**config.mk**
```make
export PLATFORM = sky130hd
export DESIGN_NAME = ram_frame_ctrl
export DESIGN_NICKNAME = d
export VERILOG_FILES = /design/src/rtl/ram_frame_ctrl_pkg.sv /design/src/rtl/ram_rd_skid.sv /design/src/rtl/ram_frame_ctrl.sv
export SDC_FILE = /design/constraint.sdc
export NUM_CORES = 1
export LEC_CHECK = 0
export ABC_AREA = 1
export BUFFER_PORTS_ARGS = -buffer_cell sky130_fd_sc_hd__buf_2
export CAP_MARGIN = 20
export CORE_ASPECT_RATIO = 0.9
export CORE_MARGIN = 2
export CORE_UTILIZATION = 51
export CTS_CLUSTER_DIAMETER = 120
export DETAILED_ROUTE_END_ITERATION = 8
export PLACE_DENSITY = 0.8
export SYNTH_ARGS = -nofsm -noshare
export SYNTH_HDL_FRONTEND = slang
export SYNTH_HIERARCHICAL = 1
export SYNTH_SLANG_ARGS = --single-unit
export TNS_END_PERCENT = 1
```
**constraint.sdc**
```tcl
create_clock -name clock -period 2.7 [get_ports clock]
set_clock_uncertainty 0.2 [all_clocks]
set_input_delay 0.54 -clock clock [delete_from_list [all_inputs] [get_ports clock]]
set_output_delay 0.54 -clock clock [all_outputs]
set_load 0.05 [all_outputs]
```
**src/rtl/ram_frame_ctrl_pkg.sv**
```systemverilog
// Shared types for the frame buffer controller: FSM state encoding and address-width sizing.
package ram_frame_ctrl_pkg;

    typedef enum logic [1:0] {
        ST_FILL  = 2'd0,
        ST_DROP  = 2'd1,
        ST_DRAIN = 2'd2
    } state_t;

    function automatic int calc_addr_width(input int depth);
        return (depth > 1) ? $clog2(depth) : 1;
    endfunction

endpackage

```
**src/rtl/ram_rd_skid.sv**
```systemverilog
// Two-entry register FIFO holding RAM read data (plus last flag) for the output stream.
// Zero added latency beyond the register stage; holds head stable while m_ready is low.
module ram_rd_skid #(
    parameter int data_width = 16
) (
    input  logic                  clock,
    input  logic                  reset_n,
    input  logic                  wr_valid,
    input  logic [data_width-1:0] wr_data,
    input  logic                  wr_last,
    output logic [data_width-1:0] m_data,
    output logic                  m_valid,
    output logic                  m_last,
    input  logic                  m_ready,
    output logic [1:0]            count
);

    logic [data_width:0] entry [2];
    logic                wr_ptr;
    logic                rd_ptr;
    logic                pop;

    assign pop     = m_valid & m_ready;
    assign m_valid = (count != 2'd0);
    assign m_data  = entry[rd_ptr][data_width-1:0];
    assign m_last  = entry[rd_ptr][data_width] & m_valid;

    // The caller's credit check guarantees no write ever lands on a full FIFO.
    always_ff @(posedge clock or negedge reset_n) begin
        if (!reset_n) begin
            entry[0] <= '0;
            entry[1] <= '0;
            wr_ptr   <= 1'b0;
            rd_ptr   <= 1'b0;
            count    <= 2'd0;
        end else begin
            if (wr_valid) begin
                entry[wr_ptr] <= {wr_last, wr_data};
                wr_ptr        <= ~wr_ptr;
            end
            if (pop) begin
                rd_ptr <= ~rd_ptr;
            end
            count <= count + {1'b0, wr_valid} - {1'b0, pop};
        end
    end

endmodule

```
**src/rtl/ram_frame_ctrl.sv**
```systemverilog
// Captures one frame into a single-port RAM, then replays it on a valid/ready stream.
// Write in the accept cycle; first output 2 cycles into drain; full backpressure via 2-entry skid.
module ram_frame_ctrl
    import ram_frame_ctrl_pkg::*;
#(
    parameter int  data_width = 16,
    parameter int  ram_depth  = 1024,
    localparam int addr_width = calc_addr_width(ram_depth)
) (
    input  logic                  clock,
    input  logic                  reset_n,
    input  logic [data_width-1:0] s_data,
    input  logic                  s_valid,
    input  logic                  s_last,
    output logic                  s_ready,
    output logic [data_width-1:0] m_data,
    output logic                  m_valid,
    output logic                  m_last,
    input  logic                  m_ready,
    output logic [addr_width-1:0] ram_addr,
    output logic                  ram_we,
    output logic [data_width-1:0] ram_data_in,
    input  logic [data_width-1:0] ram_data_out,
    input  logic                  ram_rd_valid,
    output logic [addr_width:0]   frame_len,
    output logic                  overflow
);

    localparam logic [addr_width:0] cnt_one   = (addr_width+1)'(1);
    localparam logic [addr_width:0] cnt_depth = (addr_width+1)'(ram_depth);
    localparam logic [addr_width:0] last_addr = (addr_width+1)'(ram_depth - 1);

    state_t              state;
    logic [addr_width:0] wr_addr;
    logic [addr_width:0] rd_addr;
    logic                rd_pend;
    logic                rd_pend_last;
    logic [1:0]          occ;
    logic [2:0]          used;
    logic                pop;
    logic                issue;
    logic                rd_last;

    assign pop     = m_valid & m_ready;
    // A word leaving the skid this cycle frees its slot, which keeps the stream at full rate.
    assign used    = {1'b0, occ} + {2'b0, rd_pend} - {2'b0, pop};
    assign issue   = (state == ST_DRAIN) && (rd_addr < frame_len) && (used < 3'd2);
    assign rd_last = (rd_addr == frame_len - cnt_one);

    assign ram_we      = (state == ST_FILL) & s_valid;
    assign ram_data_in = s_data;
    always_comb begin
        ram_addr = '0;
        if (state == ST_FILL) begin
            ram_addr = wr_addr[addr_width-1:0];
        end else if (state == ST_DRAIN) begin
            ram_addr = rd_addr[addr_width-1:0];
        end
    end

    always_ff @(posedge clock or negedge reset_n) begin
        if (!reset_n) begin
            state        <= ST_FILL;
            s_ready      <= 1'b1;
            wr_addr      <= '0;
            rd_addr      <= '0;
            frame_len    <= '0;
            overflow     <= 1'b0;
            rd_pend      <= 1'b0;
            rd_pend_last <= 1'b0;
        end else begin
            rd_pend      <= issue;
            rd_pend_last <= rd_last;
            case (state)
                ST_FILL: begin
                    if (s_valid) begin
                        wr_addr <= wr_addr + cnt_one;
                        if (s_last) begin
                            frame_len <= wr_addr + cnt_one;
                            state     <= ST_DRAIN;
                            s_ready   <= 1'b0;
                        end else if (wr_addr == last_addr) begin
                            frame_len <= cnt_depth;
                            overflow  <= 1'b1;
                            state     <= ST_DROP;
                        end
                    end
                end
                ST_DROP: begin
                    if (s_valid && s_last) begin
                        state   <= ST_DRAIN;
                        s_ready <= 1'b0;
                    end
                end
                ST_DRAIN: begin
                    if (issue) begin
                        rd_addr <= rd_addr + cnt_one;
                    end
                    if (pop && m_last) begin
                        state    <= ST_FILL;
                        s_ready  <= 1'b1;
                        wr_addr  <= '0;
                        rd_addr  <= '0;
                        overflow <= 1'b0;
                    end
                end
                default: state <= ST_FILL;
            endcase
        end
    end

    ram_rd_skid #(
        .data_width(data_width)
    ) u_skid (
        .clock   (clock),
        .reset_n (reset_n),
        .wr_valid(rd_pend & ram_rd_valid),
        .wr_data (ram_data_out),
        .wr_last (rd_pend_last),
        .m_data  (m_data),
        .m_valid (m_valid),
        .m_last  (m_last),
        .m_ready (m_ready),
        .count   (occ)
    );

endmodule

```
==> results of run 1 <==
==> registers in the layout, indices dropped and copies added, names as in the netlist <==
signal	cells
rd_pend_last	1
u_skid/rd_ptr	1
u_skid/entry	34
rd_pend	1
s_ready	1
state	2
wr_addr	11
u_skid/count	2
rd_addr	11
frame_len	11
u_skid/wr_ptr	1
overflow	1
==> worst reg2reg max path: cells and delay by family (launching register included) <==
kind          cells  cell delay [ns]
fa+ha+maj         2             0.75
simple gates     10             0.69
buf+inv           6             0.46
flops             1             0.40
==> path summary, 6_finish.rpt <==
check / start / endpoint / depth (start not counted)
worst min-delay path: ram_data_out[13] / u_skid/entry[30] / 3
max in group asynchronous: reset_n / u_skid/entry[12] / 3
worst max-delay path: u_skid/count[1] / rd_addr[0] / 18
worst min register to register: overflow / overflow / 2
worst max register to register: u_skid/count[1] / rd_addr[0] / 18
min in group asynchronous: reset_n / wr_addr[2] / 2
==> layout by cell type, fill, tap and decap left out, types with 16 or more instances in the layout <==
cell                      netlist  layout
sky130_fd_sc_hd__nand2_1      204     199
sky130_fd_sc_hd__dfrtp_1       76      76
sky130_fd_sc_hd__inv_1         78      72
sky130_fd_sc_hd__buf_2          7      62
sky130_fd_sc_hd__nand3_1       51      45
sky130_fd_sc_hd__nor2_1        42      42
sky130_fd_sc_hd__o21ai_2       34      34
sky130_fd_sc_hd__o21ai_0       29      29
sky130_fd_sc_hd__nand2_2       22      25
sky130_fd_sc_hd__buf_4         17      19
sky130_fd_sc_hd__ha_1          17      16
==> timing repair <==
item | 4_1_cts | 5_1_grt
gates cloned | 0 | 1
pin swaps | 0 | 11
setup buffers | 0 | 4
hold buffers | 1 | 0
resized for setup | 3 | 18
hold endpoints to repair | 37 | 0
endpoints found under the setup margin | 12 | 13
==> cell usage after synthesis (5+ instances only) <==
| cell type | number |
|---|---|
| sky130_fd_sc_hd__buf_2 | 7 |
| sky130_fd_sc_hd__nand4_1 | 11 |
| sky130_fd_sc_hd__nand2_2 | 22 |
| sky130_fd_sc_hd__dfrtp_1 | 76 |
| sky130_fd_sc_hd__o21ai_2 | 34 |
| sky130_fd_sc_hd__ha_1 | 17 |
| sky130_fd_sc_hd__inv_1 | 78 |
| sky130_fd_sc_hd__inv_2 | 5 |
| sky130_fd_sc_hd__nand2_1 | 204 |
| sky130_fd_sc_hd__a21oi_1 | 6 |
| sky130_fd_sc_hd__buf_6 | 6 |
| sky130_fd_sc_hd__xor2_1 | 11 |
| sky130_fd_sc_hd__buf_4 | 17 |
| sky130_fd_sc_hd__nand3_1 | 51 |
| sky130_fd_sc_hd__o21ai_0 | 29 |
| sky130_fd_sc_hd__o22ai_1 | 7 |
| sky130_fd_sc_hd__nor2_1 | 42 |
==> cell type report <==
class | count | share of cell area (%)
Inverter | 83 | 5.62
Multi-Input combinational cell | 452 | 44.3
Sequential cell | 77 | 34.8
Timing Repair Buffer | 85 | 9.11
Tap cell | 122 | 2.75
Clock inverter | 7 | 1.22
Clock buffer | 9 | 2.23
==> report_power, final <==
part | total [mW] | switching (mW) | internal (mW) | leakage (nW)
Clock | 0.851 | 0.498 | 0.354 | 0.0872
Combinational | 4.01 | 2.81 | 1.20 | 1.90
Sequential | 1.95 | 0.377 | 1.57 | 1.00
Total | 6.81 | 3.68 | 3.12 | 2.99
==> cells by family (layout without fill, tap and decap cells) <==
logic type      count (synthesis)  count (layout)  synth area share (%)
simple gates                  341             342                  30.5
buf+inv                       118             184                  11.8
compound gates                 78              78                  10.9
flops                          77              77                  39.5
fa+ha+maj                      18              18                  4.77
xor+xnor                       14              14                  2.51
==> through the flow <==
| stage | setup TNS, ns | power [mW] | cells |
|---|---|---|---|
| after global placement | -2.13 | 5.63 | 813 |
| after detailed placement | -2.56 | 5.76 | 813 |
| final | 0 | 6.81 | 835 |
| after global routing | -0.435 | 7.33 | 835 |
| after CTS | 0 | 6.65 | 830 |
| after floorplan | 0 | 4.91 | 646 |
==> routing by layer <==
layer  GRT usage, %  vias to the layer above  share of wire (%)
met4           7.49                        0                2.1
met5              0                        -                  0
li1               -                     2160                  -
met1           31.3                     2076                 44
met3           4.92                       31                6.8
met2           36.0                      165                 47
==> metrics.txt, run 1 <==
list of cells traversed by the critical path=inv_2 -> nand2_4 -> nand2_2 -> inv_2 -> ha_4 -> inv_2 -> nand2_2 -> fa_1 -> inv_1 -> nor2_1 -> nand2_1 -> nor2_1 -> nand2_1 -> inv_2 -> nand3_4 -> buf_6 -> nand3_2 -> nand2_1; detailed-route wire length=between 10 and 15 mm; Yosys warning count=6; number of buffers created by CTS=9; final weighted congestion in routability-driven placement=0.903; count of max-cap constraint violations=0; worst voltage drop across the vdd grid=around 0.0007 V; post-synth design cell area=slightly below 5000 um2; power density over the cells=1230 nW/um2; wire length per cell=roughly 14 um; maximum number of pins on one net before global-route repair=41; post-synthesis area per instance=7.55 um2; synthesis-to-layout area growth=13.8%; count of TritonRoute iterations in the first routing pass=5; total placed instance area=around 5200 um2; IO Port Bufs=63; count of fill cells added during filler insertion=773; DP Wirelength=~8.4 mm; total number of clock tree sinks=77; Synth top area share=39.0%; maximum buffer depth of the clock tree=2; worst hold-check path type=in2reg; hold violation count in the final report=0; share of layout cells above drive strength 1=a little over a quarter; family with the most delay on the worst path=adder cells; drc violations=0; number of nets in the finished design=764; most used cell along the critical path=sky130_fd_sc_hd__inv_2; cell with the largest stage delay on the worst path=sky130_fd_sc_hd__fa_1; ANT cells=0; fraction of the yosys area taken by sequential cells=39.5%; Via density=roughly 5.3; share of synthesized registers carrying an async set or reset=100%; gate count after technology mapping=around 650; die area=10400 um2; master cell of the clock root buffer=sky130_fd_sc_hd__clkbuf_8; setup slack after placement=-0.244 ns; overall die width=107 um; nets in the synthesized netlist=702; chip height=96.8 um; unrepaired setup endpoints after global routing=yes; reg-to-reg slack, setup=0.08 ns; clock transition at the register clock pins on the worst setup and hold paths after CTS=roughly 0.090 ns; global-route wire length before repair=19.2 mm; dominant register cell in the synthesized netlist=sky130_fd_sc_hd__dfrtp_1; total routing resource utilization after global routing=22.8%; clock period minus final worst setup slack=2.62 ns; multi-input logic area=2460 um2; post-layout utilization of the core=60.2%; worst skew pair latency=0.37 ns; count of flip-flops with a built-in enable after synthesis=0; vias after detailed routing=4432; Critical Path Source Type=register; antenna viol nets, final=0; worst-margin pin slew=~0.54 ns; type of element capturing the critical path=register; flop and latch count out of synthesis=77; part of the cycle the worst path needs=between 90 and 100%; iteration-0 DRC count of the detailed router=475; biggest cell delay along the critical path=0.53 ns; Crit path arrival time=2.67 ns; max frequency=roughly 380 MHz; top cells by area in the synthesized netlist=sky130_fd_sc_hd__dfrtp_1, sky130_fd_sc_hd__nand2_1, sky130_fd_sc_hd__o21ai_2; status=complete, no violations; worst path required time=2.75 ns; largest fanout on the critical path=5; Worst Slack Setup Final=0.0804 ns; number of top-level design ports=96; final std cell area, no fill=5550 um2; clock tree from TritonCTS=done; setup violation total in the final timing report=0; starting utilization of the core area=between 50% and 60%; vias in the first global route=between 4k and 5k; CTS HTree Levels=3; area taken by flip-flops and latches=1930 um2; number of distinct library cells after synthesis=31; post-synthesis cell type with the largest combined area=sky130_fd_sc_hd__dfrtp_1; Row Count=33; reported leakage power=2.99 nW; worst hold margin=0.247 ns; number of antenna violations at the first check in global routing=0; gr ovfl total=0; slew margin rel.=63.7%; combined buffer and inverter count along the critical path=6; Floorplan Core Area=just over 9000 um2; number of max-slew violations in the final report=0; class of the most critical setup path=reg2reg
Note: power is estimated with default switching activity, not from simulation.
==> run 2: changes to the inputs <==
--- a/config.mk
+++ b/config.mk
@@ -5,15 +5,14 @@
 export SDC_FILE = /design/constraint.sdc
 export NUM_CORES = 1
 export LEC_CHECK = 0
-export ABC_AREA = 1
 export BUFFER_PORTS_ARGS = -buffer_cell sky130_fd_sc_hd__buf_2
 export CAP_MARGIN = 20
 export CORE_ASPECT_RATIO = 0.9
 export CORE_MARGIN = 2
-export CORE_UTILIZATION = 51
+export CORE_UTILIZATION = 45
 export CTS_CLUSTER_DIAMETER = 120
 export DETAILED_ROUTE_END_ITERATION = 8
-export PLACE_DENSITY = 0.8
+export PLACE_DENSITY = 0.72
 export SYNTH_ARGS = -nofsm -noshare
 export SYNTH_HDL_FRONTEND = slang
 export SYNTH_HIERARCHICAL = 1
==> run 2 against run 1 <==
Compared with the run above: the flow now finishes with violations (negative setup slack); cell area down 3.9%; synthesized cell count down 35%; total power down 62%; sequential cell count unchanged; clock power up 5.5%; fmax down 12%; critical endpoint is now rd_addr[3]; highest routed layer unchanged.
==> metrics.txt, run 2 <==
status=complete, but fails checks; violations in the final reports=negative setup slack; number of max-slew violations in the final report=0; vias in the first global route=around 3.5k; part of the cycle the worst path needs=111%; fraction of power spent switching nets=28.5%; post-synth design cell area=4520 um2; number of antenna violations at the first check in global routing=0; number of top-level design ports=96; non-filler cells in the finished layout=roughly 620; maximum buffer depth of the clock tree=2; count of max-cap constraint violations=0; power density over the cells=between 400 and 500 nW/um2; total stage count of the critical path=11; register containing the most flip-flops in the final layout=u_skid/entry; largest fanout on the critical path=6; Row Count=34; worst hold-check path type=in2reg; clock tree from TritonCTS=done; CTS HTree Levels=3; cell with the largest stage delay on the worst path=sky130_fd_sc_hd__fa_1; overall die width=110 um; commonest cells after routing, fill and taps aside=sky130_fd_sc_hd__dfrtp_1, sky130_fd_sc_hd__buf_2, sky130_fd_sc_hd__mux2_2; endpoint of the lowest-slack register-to-register path=rd_addr[3]; master cell of the clock root buffer=sky130_fd_sc_hd__clkbuf_8; top cell types by occurrence after synthesis=sky130_fd_sc_hd__dfrtp_1, sky130_fd_sc_hd__mux2_2, sky130_fd_sc_hd__nor2_1; family with the most delay on the worst path=compound AO/OA/AOI/OAI gates; reg-to-reg slack, setup=-0.29 ns; Floorplan Core Area=9700 um2; worst voltage drop across the vdd grid=about 0.0003 V; detailed-route wire length=10.4 mm; number of cells after detailed placement=604; reported leakage power=roughly 2.8 nW; DP Wirelength=7.37 mm; clock period minus final worst setup slack=2.99 ns; worst setup path startpoint=u_skid/count[0]; number of nets in the finished design=around 550; IO Port Bufs=63; share of total power in combinational logic=17.9%; clock transition at the register clock pins on the worst setup and hold paths after CTS=~0.09 ns; drc violations=0; met2 Use GR=approximately a third; Critical Path Source Type=register; most common cell after layout, fill and taps aside=sky130_fd_sc_hd__dfrtp_1; list of cells traversed by the critical path=nor2_4 -> inv_6 -> and2_4 -> ha_4 -> nand2b_4 -> fa_1 -> inv_2 -> a2111oi_4 -> o2111ai_4 -> o22a_4 -> a221o_1; antenna viol nets, final=0; post-synthesis cell type with the largest combined area=sky130_fd_sc_hd__dfrtp_1; Synth top area share=42.1%; depth of the worst register-to-register path=11; max frequency=around 330 MHz; setup violation total in the final timing report=11; share of synthesized registers carrying an async set or reset=100%; Yosys warning count=6; synthesis-to-layout area growth=18.0%; iteration-0 DRC count of the detailed router=168; count of TritonRoute iterations in the first routing pass=4; global-route wire length before repair=16.8 mm; Clk pwr share=35.1%; total number of clock tree sinks=77; vias after detailed routing=3421; maximum number of pins on one net before global-route repair=45; register share of total power=46.9%; flop and latch count out of synthesis=between 70 and 80; type of element capturing the critical path=register; class of the most critical setup path=reg2reg; Via density=5.48; top cells by area in the synthesized netlist=sky130_fd_sc_hd__dfrtp_1, sky130_fd_sc_hd__mux2_2, sky130_fd_sc_hd__ha_1; routing usage on met3=between 4 and 5%; layer carrying the most global-route usage=met2; Internal=1.83 mW; number of distinct library cells after synthesis=55; ANT cells=0; setup TNS after final layout=-2.97 ns; Critical R2R Launch=u_skid/count[0]; dominant register cell in the synthesized netlist=sky130_fd_sc_hd__dfrtp_1; max FFs per register=34; met1 routing resource usage after global routing=25.8%; fraction of the yosys area taken by sequential cells=42.7%; Crit path arrival time=3.02 ns; final weighted congestion in routability-driven placement=0.902; unrepaired setup endpoints after global routing=yes; worst skew pair latency=0.35 ns; chip height=roughly 99 um; combined buffer and inverter count along the critical path=2; starting utilization of the core area=46.6%; die area=about 11000 um2; gr ovfl total=0; nets in the synthesized netlist=473; power spent charging and discharging nets=0.728 mW; count of flip-flops with a built-in enable after synthesis=0; post-synthesis area per instance=10.8 um2; dominant cell by count in the synthesized netlist=sky130_fd_sc_hd__dfrtp_1; worst path required time=2.73 ns; Worst Slack Setup Final=-0.286 ns; wire length per cell=16.7 um; setup slack after placement=-0.581 ns; share of layout cells above drive strength 1=about 37%; hold violation count in the final report=0; worst-margin pin slew=slightly above 0.8 ns; number of buffers created by CTS=9; gate count after technology mapping=roughly 420; slew margin rel.=45.6%; total routing resource utilization after global routing=around a fifth; crit path to=rd_addr[3]; biggest cell delay along the critical path=0.49 ns
==> run 2: cell families after synthesis <==
| kind of cell | share of synthesized area (%) |
|---|---|
| fa+ha+maj | 5.15 |
| xor+xnor | 4.85 |
| compound gates | 11.4 |
| buf+inv | 6.70 |
| simple gates | 13.0 |
| flops | 42.7 |
| mux | 16.2 |
==> run 2: metal layers <==
layer | up-vias | routed length (um)
li1 | 1630 | -
met1 | 1683 | 4650
met2 | 102 | 4990
met3 | 6 | 697
met4 | 0 | 79
met5 | - | 0
==> run 2: final cells by class <==
class | instances | area (um2)
multi-input cells | 290 | 2370
well taps | 126 | 158
inverters | 18 | 72.6
repair buffers | 97 | 599
clock buffers | 9 | 124
clock inverters | 7 | 80.1
fillers | 837 | 4370
flip-flops and latches | 77 | 1930
==> run 2: repair_timing <==
| item | 4_1_cts | 5_1_grt |
|---|---|---|
| hold endpoints to repair | 43 | 0 |
| cloned | 1 | 0 |
| pin swaps | 11 | 2 |
| setup buffers | 2 | 0 |
| gates resized for setup | 9 | 2 |
| hold buffers | 1 | 0 |
| setup endpoints to repair | 12 | 12 |
==> run 2: worst min path at each step <==
stage | startpoint | end | slack, ns | cells after the start
6_report | ram_data_out[14] | u_skid/entry[31] | 0.23 | 2
5_1_grt | ram_data_out[2] | u_skid/entry[2] | 0.21 | 2
4_1_cts | ram_data_out[3] | u_skid/entry[20] | 0.21 | 2
3_5_place_dp | s_ready | s_ready | 0.25 | 2
3_3_place_gp | s_ready | s_ready | 0.25 | 2
2_1_floorplan | reset_n | frame_len[0] | 0.04 | 0
==> run 2: power groups by stage <==
| stage | clock [mW] | combinational (mW) | sequential (mW) |
|---|---|---|---|
| after floorplan | 0 | 0.379 | 1.23 |
| after global placement | 0 | 0.445 | 1.22 |
| after detailed placement | 0 | 0.459 | 1.22 |
| after CTS | 0.937 | 0.462 | 1.20 |
| after global routing | 0.977 | 0.501 | 1.20 |
| final | 0.898 | 0.458 | 1.20 |
==> run 2: worst register-to-register path: cells and delay by family, from the launching register on <==
family	cells	cell delay [ns]
AOI/OAI and AO/OA	4	1.06
DFF	1	0.41
adders and majority gates	2	0.69
buffers and inverters	2	0.08
and+or+nand+nor	3	0.44
==> run 2: per-stage QoR <==
stage	area [um2]	util, %	hold WS [ns]	power [mW]
final	5330	55.0	0.231	2.56
after floorplan	4550	-	0.0444	1.61
after CTS	5320	54.8	0.211	2.60
after detailed placement	5040	52.0	0.254	1.68
after global placement	5040	52.0	0.249	1.67
after global routing	5330	55.0	0.209	2.68
